File: src/rtl/ctu_can_tx_sched.sv
// rtl/ctu_can_tx_sched.sv - CAN frame TX sequencer driving the CAN core register port
// Loads the TX buffer, sets TX-ready, polls status and reports done/error/timeout/abort.
module ctu_can_tx_sched #(
  parameter logic [15:0] TXB_BASE    = 16'h0100,
  parameter logic [15:0] TXCMD_ADDR  = 16'h00E0,
  parameter logic [31:0] TXCMD_SET   = 32'h0000_0102,
  parameter logic [31:0] TXCMD_ABT   = 32'h0000_0104,
  parameter logic [15:0] TXSTAT_ADDR = 16'h00E4,
  parameter int          DONE_BIT    = 0,
  parameter int          ERR_BIT     = 1,
  parameter int          POLL_GAP    = 8,
  parameter int          TIMEOUT     = 65535
) (
  input  logic        PCLK,
  input  logic        PRESETn,
  input  logic        req_valid,
  output logic        req_ready,
  input  logic [28:0] req_id,
  input  logic        req_ide,
  input  logic [3:0]  req_dlc,
  input  logic [63:0] req_data,
  input  logic        abort,
  output logic        done_valid,
  output logic [1:0]  done_status,
  output logic        busy,
  output logic [15:0] m_addr,
  output logic [31:0] m_wdata,
  output logic        m_cs,
  output logic        m_rd,
  output logic        m_wr,
  input  logic [31:0] m_rdata
);

  localparam int PW = (TIMEOUT  < 2) ? 1 : $clog2(TIMEOUT + 1);
  localparam int GW = (POLL_GAP < 2) ? 1 : $clog2(POLL_GAP + 1);

  typedef enum logic [3:0] {
    S_IDLE, S_W_FMT, S_W_ID, S_W_TSL, S_W_TSU, S_W_D1, S_W_D2,
    S_W_CMD, S_RD, S_RW, S_GAP, S_W_ABT, S_DONE
  } state_t;

  state_t        r_state;
  state_t        w_next;
  logic [28:0]   r_id;
  logic          r_ide;
  logic [3:0]    r_dlc;
  logic [63:0]   r_data;
  logic          r_abort;
  logic [PW-1:0] r_poll;
  logic [GW-1:0] r_gap;
  logic [1:0]    r_status;
  logic          w_accept;
  logic          w_abt;
  logic          w_st_done;
  logic          w_st_err;
  logic          w_unused_rdata;

  assign req_ready      = (r_state == S_IDLE) && PRESETn;
  assign w_accept       = req_valid && req_ready;
  assign w_abt          = r_abort || abort;
  assign w_st_done      = m_rdata[DONE_BIT];
  assign w_st_err       = m_rdata[ERR_BIT];
  assign w_unused_rdata = ^m_rdata;

  always_ff @(posedge PCLK or negedge PRESETn) begin
    if (!PRESETn) r_state <= S_IDLE;
    else          r_state <= w_next;
  end

  always_comb begin
    w_next = r_state;
    case (r_state)
      S_IDLE:  if (w_accept) w_next = S_W_FMT;
      S_W_FMT: w_next = S_W_ID;
      S_W_ID:  w_next = S_W_TSL;
      S_W_TSL: w_next = S_W_TSU;
      S_W_TSU: w_next = (r_dlc == 4'd0) ? S_W_CMD : S_W_D1;
      S_W_D1:  w_next = (r_dlc <= 4'd4) ? S_W_CMD : S_W_D2;
      S_W_D2:  w_next = S_W_CMD;
      S_W_CMD: w_next = S_RD;
      S_RD:    w_next = S_RW;
      S_RW: begin
        if (w_st_done || w_st_err)             w_next = S_DONE;
        else if (w_abt)                        w_next = S_W_ABT;
        else if (r_poll == PW'(TIMEOUT))       w_next = S_DONE;
        else                                   w_next = S_GAP;
      end
      S_GAP:   if (r_gap == GW'(POLL_GAP - 1)) w_next = S_RD;
      S_W_ABT: w_next = S_DONE;
      S_DONE:  w_next = S_IDLE;
      default: w_next = S_IDLE;
    endcase
  end

  always_ff @(posedge PCLK or negedge PRESETn) begin
    if (!PRESETn) begin
      r_id     <= '0;
      r_ide    <= 1'b0;
      r_dlc    <= '0;
      r_data   <= '0;
      r_abort  <= 1'b0;
      r_poll   <= '0;
      r_gap    <= '0;
      r_status <= '0;
    end else begin
      if (w_accept) begin
        r_id    <= req_id;
        r_ide   <= req_ide;
        r_dlc   <= (req_dlc > 4'd8) ? 4'd8 : req_dlc;
        r_data  <= req_data;
        r_abort <= 1'b0;
        r_poll  <= '0;
      end else if (r_state != S_IDLE && abort) begin
        r_abort <= 1'b1;
      end
      if (r_state == S_RD && r_poll != '1) r_poll <= r_poll + 1'b1;
      if (r_state == S_RW)  r_gap <= '0;
      if (r_state == S_GAP) r_gap <= r_gap + 1'b1;
      // Status is resolved in RW; the abort path overwrites it in W_ABT.
      if (r_state == S_RW)
        r_status <= w_st_done ? 2'b00 : (w_st_err ? 2'b01 : 2'b10);
      if (r_state == S_W_ABT) r_status <= 2'b11;
    end
  end

  always_comb begin
    m_addr      = '0;
    m_wdata     = '0;
    m_rd        = 1'b0;
    m_wr        = 1'b0;
    done_valid  = 1'b0;
    done_status = '0;
    busy        = (r_state != S_IDLE);
    case (r_state)
      S_W_FMT: begin m_wr = 1'b1; m_addr = TXB_BASE;          m_wdata = {25'b0, r_ide, 2'b00, r_dlc}; end
      S_W_ID: begin
        m_wr    = 1'b1;
        m_addr  = TXB_BASE + 16'h0004;
        m_wdata = r_ide ? {3'b0, r_id} : {3'b0, r_id[10:0], 18'b0};
      end
      S_W_TSL: begin m_wr = 1'b1; m_addr = TXB_BASE + 16'h0008; end
      S_W_TSU: begin m_wr = 1'b1; m_addr = TXB_BASE + 16'h000C; end
      S_W_D1:  begin m_wr = 1'b1; m_addr = TXB_BASE + 16'h0010; m_wdata = r_data[31:0];  end
      S_W_D2:  begin m_wr = 1'b1; m_addr = TXB_BASE + 16'h0014; m_wdata = r_data[63:32]; end
      S_W_CMD: begin m_wr = 1'b1; m_addr = TXCMD_ADDR;          m_wdata = TXCMD_SET;     end
      S_RD:    begin m_rd = 1'b1; m_addr = TXSTAT_ADDR; end
      S_W_ABT: begin m_wr = 1'b1; m_addr = TXCMD_ADDR;          m_wdata = TXCMD_ABT;     end
      S_DONE:  begin done_valid = 1'b1; done_status = r_status; end
      default: ;
    endcase
    m_cs = m_rd || m_wr;
  end

endmodule

File: config.mk
export PLATFORM = sky130hd
export DESIGN_NAME = ctu_can_tx_sched
export DESIGN_NICKNAME = d
export VERILOG_FILES = /design/src/rtl/ctu_can_tx_sched.sv
export SDC_FILE = /design/constraint.sdc
export NUM_CORES = 1
export LEC_CHECK = 0
export ABC_AREA = 1
export BUFFER_PORTS_ARGS = -buffer_cell sky130_fd_sc_hd__buf_2
export CAP_MARGIN = 15
export CELL_PAD_IN_SITES_DETAIL_PLACEMENT = 1
export CELL_PAD_IN_SITES_GLOBAL_PLACEMENT = 1
export CORE_MARGIN = 2
export CORE_UTILIZATION = 39
export DETAILED_ROUTE_END_ITERATION = 10
export PLACE_DENSITY_LB_ADDON = 0.2
export SETUP_SLACK_MARGIN = 0.3
export SYNTH_ARGS = -nofsm -noshare
export SYNTH_HDL_FRONTEND = slang
export SYNTH_SLANG_ARGS = --single-unit
File: constraint.sdc
create_clock -name PCLK -period 4.1 [get_ports PCLK]
set_input_delay 0.41 -clock PCLK [delete_from_list [all_inputs] [get_ports PCLK]]
set_output_delay 0.41 -clock PCLK [all_outputs]
set_load 0.005 [all_outputs]
==> run metrics <==
register area about 0.0031 mm²; Fmax achieved ~330 MHz; crit-path max FO 33; largest net degree at the start of global routing between 80 and 90; Seq/Total Area, Yosys between 50% and 60%; WP data arrival 2.59 ns; slew of the pin with the lowest slew margin between 1 and 1.5 ns; clock tree buffer depth 2; Synth area leaders dfrtp_1 50%, nand2_1 28%, nand3_1 4.9%, nor2_1 2.8%, inv_1 2.2%; die area approximately 0.017 mm²; clk sinks 125; Placer Congestion 0.833; DRC Markers 0; Critical Path Max Stage Delay approximately 0.87 ns; Setup TNS 0 ns; power density over the cells 717 mW/mm²; family with the most delay on the worst path simple AND/OR/NAND/NOR gates; clock share of power between 20% and 30%; drt first-iter violations approximately 300; Yosys warnings 0; final worst hold slack roughly 0.18 ns; RSZ-0062 raised after global routing false; die width roughly 130 µm; Via density 4.87; HP Class in2reg; post-layout min period approximately 3 ns; Max Cap Viol 0; Fillers between 2000 and 2500; cts bufs inserted 17; Worst Setup End Kind primary output; Post-Route WL between 15 and 20 mm; final setup fails 0; worst vdd ir 333 µV; Vias around 5900; IO Pins between 150 and 200; NumNets Final around 1100; synthesis-to-finish area growth 25.3%; H-tree depth 4; hpwl dp 13.3 mm; Rows 46; Clock Latency Late Sink between 0.4 and 0.5 ns; Worst-path clk slew around 0.060 ns; PortBufs 150; Vert. Die Dim 130 µm; CTS tree yes; Yosys top cell area share between 50% and 60%; Crit path required time about 3.7 ns; Clock Skews 0.0124 ns; critical setup path kind reg2out; CP dominant cell by count nand2_1; WP buf/inv 2; drt wl/cell ~16 µm; max_slew headroom between 30 and 40%; final antenna-violating net count 0; Synth Area per Inst between 7 and 8 µm²; post-synthesis cell count roughly 850; share of layout cells above drive strength 1 a little over a fifth; Starting Density between 30% and 40%; gr ovfl total 0; Comb power frac 31.3%; footprint of the multi-input gates ~0.0028 mm²; Core ar. 0.0157 mm²; internal power roughly 3.5 mW; outcome complete, no violations; Synth cell types 31; Post-Synthesis Cell Area just over 0.006 mm²; Area after DPL between 0.007 and 0.008 mm²; Sw Pwr 2.05 mW; Post-CTS Repair Setup Buffers 0; Critical Path Source Type register; antenna violations before repair 2; slowest cell on the critical path nor2_4; Final Max Tran Viols 0; cell taking the most area after synthesis dfrtp_1; Clock Tree Root clkbuf_16; vias in the first global route 6187; Final Cycle Share roughly three quarters; DR pass1 iterations 4; sequential group share of total power approximately two fifths; first-pass GRT wire length ~31 mm; FF+latch count, synth 125; total power draw 5.58 mW; total track usage between 20% and 30%; Pleak between 4 and 5 nW; Sw Ratio between 30 and 40%; crit-path cells inv_1 -> nand2_1 -> nor2_4 -> nand2_1 -> nand2_1 -> nor2_1 -> nand3_1 -> buf_2; fin area between 0.007 and 0.008 mm²; Final Hold Vio Count 0
layout make-up:
cell class	count	area share [%]
timing repair buffer	157	10.6
multi-input combinational	646	35.4
antenna	2	0.0643
clock buffer	18	5.65
clock inverter	14	2.80
inverter	37	1.79
tap	216	3.47
sequential	125	40.2
flip-flops by register name, summed over array words and instances (netlist names):
name / count
r_status: 2
r_id: 29
r_poll: 16
r_ide: 1
r_dlc: 4
r_state: 4
r_data: 64
r_gap: 4
r_abort: 1
tightest hold or removal path, delay by kind of cell:
family                 cells  cell delay, ns
buffers and inverters      1            0.08
AND/OR/NAND/NOR            2            0.08
Yosys cell counts:
master,number
a21boi_0,1
a21o_1,1
a21oi_1,5
a22o_1,4
a22oi_1,2
buf_2,17
buf_4,13
clkbuf_1,15
conb_1,1
dfrtp_1,125
ha_1,2
inv_1,37
nand2_1,458
nand2_2,2
nand3_1,61
nand3b_1,1
nand4_1,10
nor2_1,46
nor2_2,3
nor2_4,2
nor3_1,1
nor3_2,1
nor3_4,1
o211ai_1,6
o21a_1,1
o21ai_0,12
o21ai_2,1
o21bai_1,3
o31ai_1,1
or2_2,10
xor2_1,2
final timing paths:
path                            slack [ns]          from  cells past startpoint          to
worst min-delay path                  0.18  req_data[10]                      3  r_data[10]
worst min register to register        0.47      r_id[21]                      2    r_id[21]
min in group asynchronous             0.47       PRESETn                      2   r_data[2]
worst max-delay path                  1.10    r_state[3]                      8  m_wdata[2]
max in group asynchronous             2.09       PRESETn                      4    r_id[21]
worst max register to register        1.82    r_state[0]                      7  r_data[56]
logic make-up after synthesis:
| family | Yosys count | share of synthesized area, % |
|---|---|---|
| compound gates | 37 | 3.89 |
| flops | 125 | 50.4 |
| simple gates | 596 | 38.9 |
| buf+inv | 82 | 6.09 |
| xor+xnor | 2 | 0.282 |
| fa+ha+maj | 2 | 0.403 |
| other cells | 1 | 0.0604 |
cells in the final DEF, fill, tap and decap left out, drive strengths merged:
cell type and count:
nand2 460, a21oi 5, clkinvlp 3, a21o 1
a22o 4, dfrtp 125, o31ai 1, clkinv 6
xor2 2, nor3 3, a22oi 2, o21ai 13
o211ai 6, nand3 61, buf 156, nor2 51
o21bai 3, a21boi 1, nand3b 1, clkbuf 18
inv 37, diode 2, dlygate4sd3 1, ha 2
o21a 1, conb 9, bufinv 5, nand4 10
or2 10
metrics by stage:
step,instances,setup slack [ns],util (%)
finish,1215,1.10,49.5
CTS,1213,1.07,49.5
floorplan,853,2.33,-
global route,1213,0.878,49.5
detailed placement,1180,1.55,45.2
global placement,1180,1.56,45.2
power by group through the flow:
stage | Sequential [mW] | Combinational [mW] | Clock (mW)
3_5_place_dp | 2.17 | 1.74 | 0
4_1_cts | 2.16 | 1.77 | 1.70
6_report | 2.16 | 1.75 | 1.67
5_1_grt | 2.23 | 2.01 | 1.75
2_1_floorplan | 2.04 | 1.17 | 0
3_3_place_gp | 2.15 | 1.69 | 0
routing by layer:
layer  global-route usage (%)  vias to the layer above  part of all wire (%)
met5                        0                        -                     0
met4                     8.48                        0                   1.6
met3                     5.45                       25                   4.9
met2                     40.8                      147                    49
met1                     30.3                     2854                    44
li1                         -                     2896                     -
what timing repair did:
item | 4_1_cts | 5_1_grt
resized for setup | 0 | 0
hold buffers | 1 | 0
endpoints found under the hold margin | 42 | 0
Note: power is estimated with default switching activity, not from simulation.
